**src/rtl/bcd_timer_pkg.sv**
```systemverilog
// Shared types and constants for the BCD countdown timer.
package bcd_timer_pkg;

  localparam int unsigned BCD_W             = 4;
  localparam int unsigned DIGIT_MAX_DEFAULT = 9;

  typedef enum logic [1:0] {
    IDLE    = 2'd0,
    RUN     = 2'd1,
    PAUSED  = 2'd2,
    EXPIRED = 2'd3
  } timer_state_t;

endpackage

```
**src/rtl/bcd_down_digit.sv**
```systemverilog
// One decade of the countdown chain: loads a saturated preset, decrements on
// an incoming borrow and wraps to DIGIT_MAX when borrowing from zero.
module bcd_down_digit
  import bcd_timer_pkg::*;
#(
  parameter int unsigned DIGIT_MAX = DIGIT_MAX_DEFAULT
) (
  input  logic             i_clk,
  input  logic             i_rst,
  input  logic             i_load,
  input  logic [BCD_W-1:0] i_load_val,
  input  logic             i_borrow_in,
  output logic [BCD_W-1:0] o_digit,
  output logic             o_borrow_out,
  output logic             o_is_zero
);

  localparam logic [BCD_W-1:0] DMAX = BCD_W'(DIGIT_MAX);

  always_ff @(posedge i_clk) begin
    if (i_rst) begin
      o_digit <= '0;
    end else if (i_load) begin
      o_digit <= (i_load_val > DMAX) ? DMAX : i_load_val;
    end else if (i_borrow_in) begin
      o_digit <= (o_digit == '0) ? DMAX : o_digit - 1'b1;
    end
  end

  assign o_is_zero    = (o_digit == '0);
  assign o_borrow_out = i_borrow_in & o_is_zero;

endmodule

```
**src/rtl/bcd_countdown_timer.sv**
```systemverilog
// Multi-digit BCD down-counter with load/start/pause control and a
// registered one-cycle expiry pulse.
module bcd_countdown_timer
  import bcd_timer_pkg::*;
#(
  parameter int unsigned NUM_DIGITS = 4,
  parameter int unsigned DIGIT_MAX  = DIGIT_MAX_DEFAULT
) (
  input  logic                        i_clk,
  input  logic                        i_rst,
  input  logic                        i_tick,
  input  logic                        i_load,
  input  logic [BCD_W*NUM_DIGITS-1:0] i_load_value,
  input  logic                        i_start,
  input  logic                        i_pause,
  output logic [BCD_W*NUM_DIGITS-1:0] o_digits,
  output logic                        o_running,
  output logic                        o_zero,
  output logic                        o_done
);

  timer_state_t state, state_next;
  logic                  done_next;
  logic                  dec_en;
  logic                  last_step;
  logic [NUM_DIGITS:0]   borrow;
  logic [NUM_DIGITS-1:0] is_zero;

  assign dec_en    = (state == RUN) & i_tick & ~i_pause;
  assign borrow[0] = dec_en;

  for (genvar g = 0; g < NUM_DIGITS; g++) begin : g_digit
    bcd_down_digit #(
      .DIGIT_MAX(DIGIT_MAX)
    ) u_digit (
      .i_clk       (i_clk),
      .i_rst       (i_rst),
      .i_load      (i_load),
      .i_load_val  (i_load_value[g*BCD_W +: BCD_W]),
      .i_borrow_in (borrow[g]),
      .o_digit     (o_digits[g*BCD_W +: BCD_W]),
      .o_borrow_out(borrow[g+1]),
      .o_is_zero   (is_zero[g])
    );
  end

  assign o_zero = &is_zero;

  // Value is exactly 1, so this decrement lands on zero. A borrow escaping
  // the top digit is unreachable from legal states; it is folded in as expiry.
  assign last_step = ((o_digits[BCD_W-1:0] == BCD_W'(1)) &&
                      (&(is_zero | NUM_DIGITS'(1)))) || borrow[NUM_DIGITS];

  always_comb begin
    state_next = state;
    done_next  = 1'b0;
    if (i_load) begin
      state_next = IDLE;
    end else begin
      case (state)
        IDLE: begin
          if (i_start) begin
            if (o_zero) begin
              state_next = EXPIRED;
              done_next  = 1'b1;
            end else begin
              state_next = RUN;
            end
          end
        end
        RUN: begin
          if (i_pause) begin
            state_next = PAUSED;
          end else if (dec_en && last_step) begin
            state_next = EXPIRED;
            done_next  = 1'b1;
          end
        end
        PAUSED: begin
          if (i_start && !i_pause) state_next = RUN;
        end
        EXPIRED: state_next = EXPIRED;
        default: state_next = IDLE;
      endcase
    end
  end

  always_ff @(posedge i_clk) begin
    if (i_rst) begin
      state     <= IDLE;
      o_running <= 1'b0;
      o_done    <= 1'b0;
    end else begin
      state     <= state_next;
      o_running <= (state_next == RUN);
      o_done    <= done_next;
    end
  end

endmodule

```
**config.mk**
```make
export PLATFORM = sky130hd
export DESIGN_NAME = bcd_countdown_timer
export DESIGN_NICKNAME = d
export VERILOG_FILES = /design/src/rtl/bcd_timer_pkg.sv /design/src/rtl/bcd_down_digit.sv /design/src/rtl/bcd_countdown_timer.sv
export SDC_FILE = /design/constraint.sdc
export NUM_CORES = 1
export LEC_CHECK = 0
export BUFFER_PORTS_ARGS = -buffer_cell sky130_fd_sc_hd__clkbuf_2
export CAP_MARGIN = 15
export CORE_ASPECT_RATIO = 0.6
export CORE_MARGIN = 5
export CORE_UTILIZATION = 45
export CTS_BUF_LIST = sky130_fd_sc_hd__clkbuf_4 sky130_fd_sc_hd__clkbuf_8
export CTS_CLUSTER_DIAMETER = 30
export DETAILED_ROUTE_END_ITERATION = 8
export GPL_ROUTABILITY_DRIVEN = 0
export GPL_TIMING_DRIVEN = 1
export PLACE_DENSITY = 0.73
export SLEW_MARGIN = 15
export SYNTH_ARGS = -nofsm -noshare
export SYNTH_HDL_FRONTEND = slang
export SYNTH_HIERARCHICAL = 1
export SYNTH_SLANG_ARGS = --single-unit
```
**constraint.sdc**
```tcl
create_clock -name i_clk -period 4.4 [get_ports i_clk]
set_input_delay 0 -clock i_clk [delete_from_list [all_inputs] [get_ports i_clk]]
set_output_delay 0 -clock i_clk [all_outputs]
set_load 0.01 [all_outputs]
```
==> flow_summary_export.csv, run 1 <==
group,metric,value,unit
cts,clkTransAtPathRegs,80,ps
global_routing,antenna_found_initial,0,
finish,syn2layout_area_growth,24.1,%
placed_design,pre_cts_ws,323,ps
critical_path,cp-end-kind,"register",
critical_path,path_cells,"nor3b_2, nand2_1, inv_1, or3b_4, nor3_1, or3b_4, nor3_1, or3b_4, nor3_2, or3b_4, nor3_1, a21oi_1, o21ai_1, nor4b_2",
cts,cts_num_sinks,20,
placed_design,dpl-instance-area,0.00140,mm^2
die,die_area,0.00390,mm^2
cts,htreeDepth,1,
sta,drv_slew,0,
synthesis,synth_top_area_share,32.7,%
finish,layout_commonest_cell,"clkbuf_2",
critical_path,crit_buf_inv,1,
sta,fin_crit,4010,ps
critical_path,r2r-start,"state[0]$_SDFF_PP0_",
sta,setup_viol,0,
detailed_routing,num_vias,1177,
critical_path,rr_worst_depth,14,
sta,finalCritPeriodShare,91.1,%
critical_path,rrSetupSlack,390,ps
sta,relSlewSlack,51.2,%
sta,fmax,249,MHz
critical_path,start_kind,"register",
critical_path,path_max_fanout,6,
synthesis,syn_area,0.00122,mm^2
critical_path,cp-startpoint,"state[0]$_SDFF_PP0_",
status,outcome,"completed",
critical_path,r2r-end,"o_done$_SDFF_PP0_",
cts,numCtsBuffers,3,
detailed_routing,wl_per_cell,13.0,um
power_and_ir_drop,total_power,0.420,mW
flow_run,cap_viol_max_count,0,
detailed_routing,drcViolationCount,0,
detailed_routing,vias_per_cell,5.37,
power_and_ir_drop,ir_worst_vdd,192,uV
synthesis,syn_inst,139,
sta,finClkSkew,5.57,ps
finish,fin_nets,210,
min_path,hold_path.class,"input port to register",
die,start_util,47.8,%
detailed_routing,routed_wl,2.85,mm
critical_path,cpPeakStageDelay,450,ps
global_routing,grt-ovfl-total,0,
global_routing,grt_first_pass_wirelength,4.73,mm
die,ios,41,
synthesis,synth-seq-cells,20,
cts,clockBufferDepth,2,
finish,stdcell_count,219,
finish,fin_area,0.00152,mm^2
synthesis,yosysSeqAreaShare,32.7,%
sta,fin_ws,390,ps
placed_design,place.port_buffers,40,
critical_path,path_delay_family,"simple AND/OR/NAND/NOR gates",
global_routing,grt_max_degree,42,
finish,fillers,235,
placed_design,post-dp-hpwl,2.03,mm
synthesis,synth_warnings,6,
cts,cts_setup_buffers,0,
finish,diodes,0,
synthesis,synth_top_cell_by_area,"dfxtp_1",
die,die_w,77.3,um
finish,final_core_util,59.4,%
synthesis,avgSynthCellArea,8.80,um^2
synthesis,netlist_top_cells_area,"dfxtp_1 33%, buf_12 6.5%, inv_1 4.6%",
detailed_routing,ant_nets,0,
sta,rsz0062_at_grt,"no",
die,core,0.00256,mm^2
cts,clkLatencyLatePin,260,ps
power_and_ir_drop,power_density,277,mW/mm^2
finish,final_cell_mix,"40 x clkbuf_2, 20 x dfxtp_1, 15 x inv_1",
sta,fin_tns_setup,0,ps
detailed_routing,drt_iter0_drc,88,
sta,finalHoldViolCount,0,
die,core.rowCount,14,
global_routing,grt_pass1_vias,1008,
cts,cts-root-buf,"clkbuf_8",
synthesis,yosysUniqueCellTypes,32,
critical_path,critical_path_depth,14,
placed_design,place_inst,209,
critical_path,path_common_cell,"or3b_4",
critical_path,critPathCapture,"o_done$_SDFF_PP0_",
critical_path,crit_type,"register to register",
global_routing,gr-usage-all-layers,14.5,%
sta,holdWs,8.79,ps
synthesis,syn_nets,161,
detailed_routing,firstDrtPassIters,4,
sta,tightest_slew,733,ps
finish,drive_above_1_share,30.5,%
cts,cts_tree,"built",
critical_path,worstPathRequired,4570,ps
critical_path,worstPathArrival,4180,ps
power_and_ir_drop,cellLeakagePower,0.705,nW
die,die_h,50.4,um
critical_path,cpMaxStageDelayCell,"or3b_4",
[registers in the layout, indices dropped and copies added, names as in the netlist]
signal	cells
o_done	1
g_digit.u_digit/o_digit	16
state	2
o_running	1
[logic make-up (layout without fill, tap and decap cells)]
group / after synthesis / in the layout / synth area share, %
flip-flops: 20 / 20 / 32.7
AO/OA/AOI/OAI: 36 / 36 / 20.0
multiplexers: 4 / 4 / 3.27
buffers and inverters: 19 / 67 / 11.1
AND/OR/NAND/NOR: 56 / 56 / 30.0
XOR/XNOR: 4 / 4 / 2.86
[worst min-delay path by stage]
stage | start | endpoint | slack, ps | cells after the start
after global placement | i_load_value[0] | g_digit[0].u_digit/o_digit[0]$_SDFFE_PP0P_ | 240 | 3
after global routing | i_load_value[14] | g_digit[3].u_digit/o_digit[2]$_SDFFE_PP0P_ | 10 | 3
after detailed placement | i_load_value[4] | g_digit[1].u_digit/o_digit[0]$_SDFFE_PP0P_ | 240 | 3
after CTS | i_load_value[5] | g_digit[1].u_digit/o_digit[1]$_SDFFE_PP0P_ | 1 | 3
final | i_load_value[5] | g_digit[1].u_digit/o_digit[1]$_SDFFE_PP0P_ | 9 | 3
after floorplan | i_rst | g_digit[0].u_digit/o_digit[1]$_SDFFE_PP0P_ | 70 | 1
[where the power goes]
part	internal, mW	switching, mW
combinational	0.0360	0.0377
clock	0.0797	0.0625
sequential	0.191	0.0137
[Yosys cell counts]
cell / n
or3_1: 4
o21a_1: 4
nor3b_2: 1
nor4b_1: 1
o31a_1: 4
nand3b_1: 4
a31oi_1: 5
nor3b_1: 1
and2_1: 1
and3_1: 1
or3b_4: 4
nand3_1: 4
nor4_1: 6
nor2b_1: 4
buf_12: 4
inv_1: 15
a311o_1: 1
mux2i_1: 4
nand4_1: 5
dfxtp_1: 20
o31ai_1: 4
o41ai_1: 1
nor4b_2: 1
xor2_1: 4
or2b_2: 4
a311oi_1: 4
nor2_1: 9
o21ai_0: 6
a21oi_1: 6
nand2_1: 2
o21ai_1: 1
nor3_1: 4
[layout make-up]
class | count | area [um^2] | share of cell area [%]
clock buffer | 4 | 55.1 | 3.62
inverter | 15 | 56.3 | 3.71
multi-input combinational | 100 | 692 | 45.6
sequential | 20 | 400 | 26.4
tap | 32 | 40.0 | 2.64
timing repair buffer | 48 | 275 | 18.1
[timing repair]
action	4_1_cts	5_1_grt
hold buffers	6	0
setup endpoints to repair	0	1
gates resized for setup	0	1
hold endpoints to repair	6	0
[metal layers]
layer / GRT usage (%) / part of all wire (%) / vias to the layer above
li1: - / - / 610
met3: 5.00 / 8.3 / 2
met4: 2.57 / 0.46 / 0
met2: 21.6 / 42 / 47
met1: 20.4 / 49 / 518
met5: 0 / 0 / -
[worst reg2reg max path: cells and delay by family, from the launching register on]
kind	cells	cell delay (ps)
buffers and inverters	1	110
and+or+nand+nor	11	3140
DFF	1	400
AOI/OAI and AO/OA	2	280
Power figures use the tool's default switching activity.
==> run 2: changes to the inputs <==
--- a/config.mk
+++ b/config.mk
@@ -6,7 +6,6 @@
 export NUM_CORES = 1
 export LEC_CHECK = 0
 export BUFFER_PORTS_ARGS = -buffer_cell sky130_fd_sc_hd__clkbuf_2
-export CAP_MARGIN = 15
 export CORE_ASPECT_RATIO = 0.6
 export CORE_MARGIN = 5
 export CORE_UTILIZATION = 45
@@ -16,6 +15,7 @@
 export GPL_ROUTABILITY_DRIVEN = 0
 export GPL_TIMING_DRIVEN = 1
 export PLACE_DENSITY = 0.73
+export RECOVER_POWER = 50
 export SLEW_MARGIN = 15
 export SYNTH_ARGS = -nofsm -noshare
 export SYNTH_HDL_FRONTEND = slang
==> constraint.sdc (replaced) <==
create_clock -name i_clk -period 4.2 [get_ports i_clk]
set_input_delay 0 -clock i_clk [delete_from_list [all_inputs] [get_ports i_clk]]
set_output_delay 0 -clock i_clk [all_outputs]
set_load 0.01 [all_outputs]
==> flow_summary_export.csv, run 2 (synthesized netlist as in run 1, its figures left out) <==
group,metric,value,unit
critical_path,worstPathArrival,4020,ps
sta,rsz0062_at_grt,"no",
cts,cts_num_sinks,20,
placed_design,place.port_buffers,40,
finish,stdcell_count,217,
critical_path,r2r-end,"o_done$_SDFF_PP0_",
cts,cts_tree,"built",
sta,setup_viol,0,
global_routing,grt_max_degree,42,
power_and_ir_drop,power_density,280,mW/mm^2
global_routing,antenna_found_initial,0,
critical_path,path_common_cell,"or3b_4",
sta,drv_slew,0,
power_and_ir_drop,cellLeakagePower,0.635,nW
global_routing,gr-usage-all-layers,14.3,%
die,core,0.00256,mm^2
global_routing,grt_first_pass_wirelength,4.68,mm
power_and_ir_drop,total_power,0.412,mW
critical_path,path_delay_family,"simple AND/OR/NAND/NOR gates",
cts,cts-root-buf,"clkbuf_8",
die,core.rowCount,14,
finish,fin_area,0.00147,mm^2
detailed_routing,drt_iter0_drc,61,
sta,tightest_slew,730,ps
detailed_routing,drcViolationCount,0,
critical_path,critPathCapture,"o_done$_SDFF_PP0_",
status,outcome,"completed",
critical_path,worstPathRequired,4360,ps
finish,largest_reg_flops,16,
critical_path,cpPeakStageDelay,440,ps
finish,drive_above_1_share,21.1,%
finish,fin_nets,209,
placed_design,post-dp-hpwl,2.16,mm
critical_path,rr_worst_depth,14,
cts,clkTransAtPathRegs,70,ps
finish,diodes,0,
cts,clkLatencyLatePin,260,ps
critical_path,rrSetupSlack,350,ps
detailed_routing,firstDrtPassIters,4,
critical_path,start_kind,"register",
cts,numCtsBuffers,3,
critical_path,crit_buf_inv,1,
placed_design,pre_cts_ws,276,ps
die,die_w,77.3,um
cts,cts_setup_buffers,0,
sta,fin_crit,3850,ps
critical_path,path_max_fanout,6,
placed_design,dpl-instance-area,0.00141,mm^2
sta,fmax,260,MHz
cts,clockBufferDepth,2,
finish,syn2layout_area_growth,20.1,%
detailed_routing,wl_per_cell,13.4,um
critical_path,cp-startpoint,"state[0]$_SDFF_PP0_",
die,ios,41,
placed_design,place_inst,210,
detailed_routing,routed_wl,2.90,mm
sta,fin_tns_setup,0,ps
detailed_routing,vias_per_cell,5.51,
sta,fin_ws,347,ps
detailed_routing,ant_nets,0,
detailed_routing,num_vias,1195,
critical_path,crit_type,"register to register",
sta,relSlewSlack,51.3,%
die,die_h,50.4,um
critical_path,critical_path_depth,14,
global_routing,grt-ovfl-total,0,
critical_path,r2r-start,"state[0]$_SDFF_PP0_",
sta,finalCritPeriodShare,91.7,%
finish,top_register,"g_digit.u_digit/o_digit",
finish,final_cell_mix,"22 x clkbuf_2, 20 x dfxtp_1, 18 x clkbuf_1",
sta,finalHoldViolCount,0,
die,die_area,0.00390,mm^2
min_path,hold_path.class,"input port to register",
finish,layout_commonest_cell,"clkbuf_2",
critical_path,cpMaxStageDelayCell,"or3b_4",
flow_run,cap_viol_max_count,0,
critical_path,path_cells,"nor3b_2, nand2_1, inv_1, or3b_4, nor3_1, or3b_4, nor3_2, or3b_4, nor3_1, or3b_4, nor3_1, a21oi_1, o21ai_1, nor4b_2",
global_routing,grt_pass1_vias,1033,
die,start_util,47.8,%
power_and_ir_drop,ir_worst_vdd,208,uV
cts,htreeDepth,1,
finish,top_regs,"g_digit.u_digit/o_digit x16, state x2",
critical_path,cp-end-kind,"register",
sta,finClkSkew,6.52,ps
[run 2: cell types whose count changed in the layout (fill, tap and decap cells not counted), sizes merged]
cell         delta
clkbuf          -1
dlygate4sd3     -2
buf             +1
[run 2: area by class of cell]
type / count / area (um^2)
Tap cell: 32 / 40.0
Clock buffer: 3 / 41.3
Fill cell: 249 / 1090
Inverter: 15 / 56.3
Timing Repair Buffer: 47 / 240
Sequential cell: 20 / 400
Multi-Input combinational cell: 100 / 692
[run 2: repair_timing]
action | CTS | global route
hold endpoints to repair | 4 | 0
gates resized for setup | 0 | 1
setup endpoints to repair | 0 | 1
hold buffers | 4 | 0
[run 2: where the power goes]
| group | switching (mW) | internal (mW) | leakage, nW | total (mW) |
|---|---|---|---|---|
| clock network | 0.0598 | 0.0638 | 0.0216 | 0.124 |
| logic | 0.0392 | 0.0343 | 0.449 | 0.0735 |
| registers | 0.0148 | 0.200 | 0.165 | 0.215 |
[run 2: per-layer routing]
| metal | wire length [um] | up-vias | global-route usage (%) |
|---|---|---|---|
| met5 | 0 | - | 0 |
| met4 | 19 | 0 | 3.43 |
| met3 | 183 | 2 | 5.36 |
| met2 | 1260 | 39 | 23.0 |
| met1 | 1430 | 542 | 18.3 |
| li1 | - | 612 | - |
[run 2: worst register-to-register path: stages, from the launching register on]
cell,delay (ps)
dfxtp_1,400
nor3b_2,210
nand2_1,120
inv_1,100
or3b_4,410
nor3_1,180
or3b_4,440
nor3_2,150
or3b_4,420
nor3_1,210
or3b_4,440
nor3_1,210
a21oi_1,100
o21ai_1,170
nor4b_2,210
[run 2: worst min path at each step]
stage	from	endpoint	slack, ps	cells past startpoint
finish	i_load_value[2]	g_digit[0].u_digit/o_digit[2]$_SDFFE_PP0P_	5	3
floorplan	i_rst	g_digit[0].u_digit/o_digit[1]$_SDFFE_PP0P_	70	1
global placement	i_load_value[0]	g_digit[0].u_digit/o_digit[0]$_SDFFE_PP0P_	240	3
CTS	i_load_value[2]	g_digit[0].u_digit/o_digit[2]$_SDFFE_PP0P_	0.7	3
global route	i_load_value[1]	g_digit[0].u_digit/o_digit[1]$_SDFFE_PP0P_	20	3
detailed placement	i_load_value[8]	g_digit[2].u_digit/o_digit[0]$_SDFFE_PP0P_	240	3
[run 2: stage by stage]
step / utilization [%] / hold slack (ps)
floorplan: - / 69.4
global placement: 55.0 / 236
detailed placement: 55.0 / 240
CTS: 58.2 / 0.700
global route: 57.5 / 24.0
finish: 57.5 / 5.17
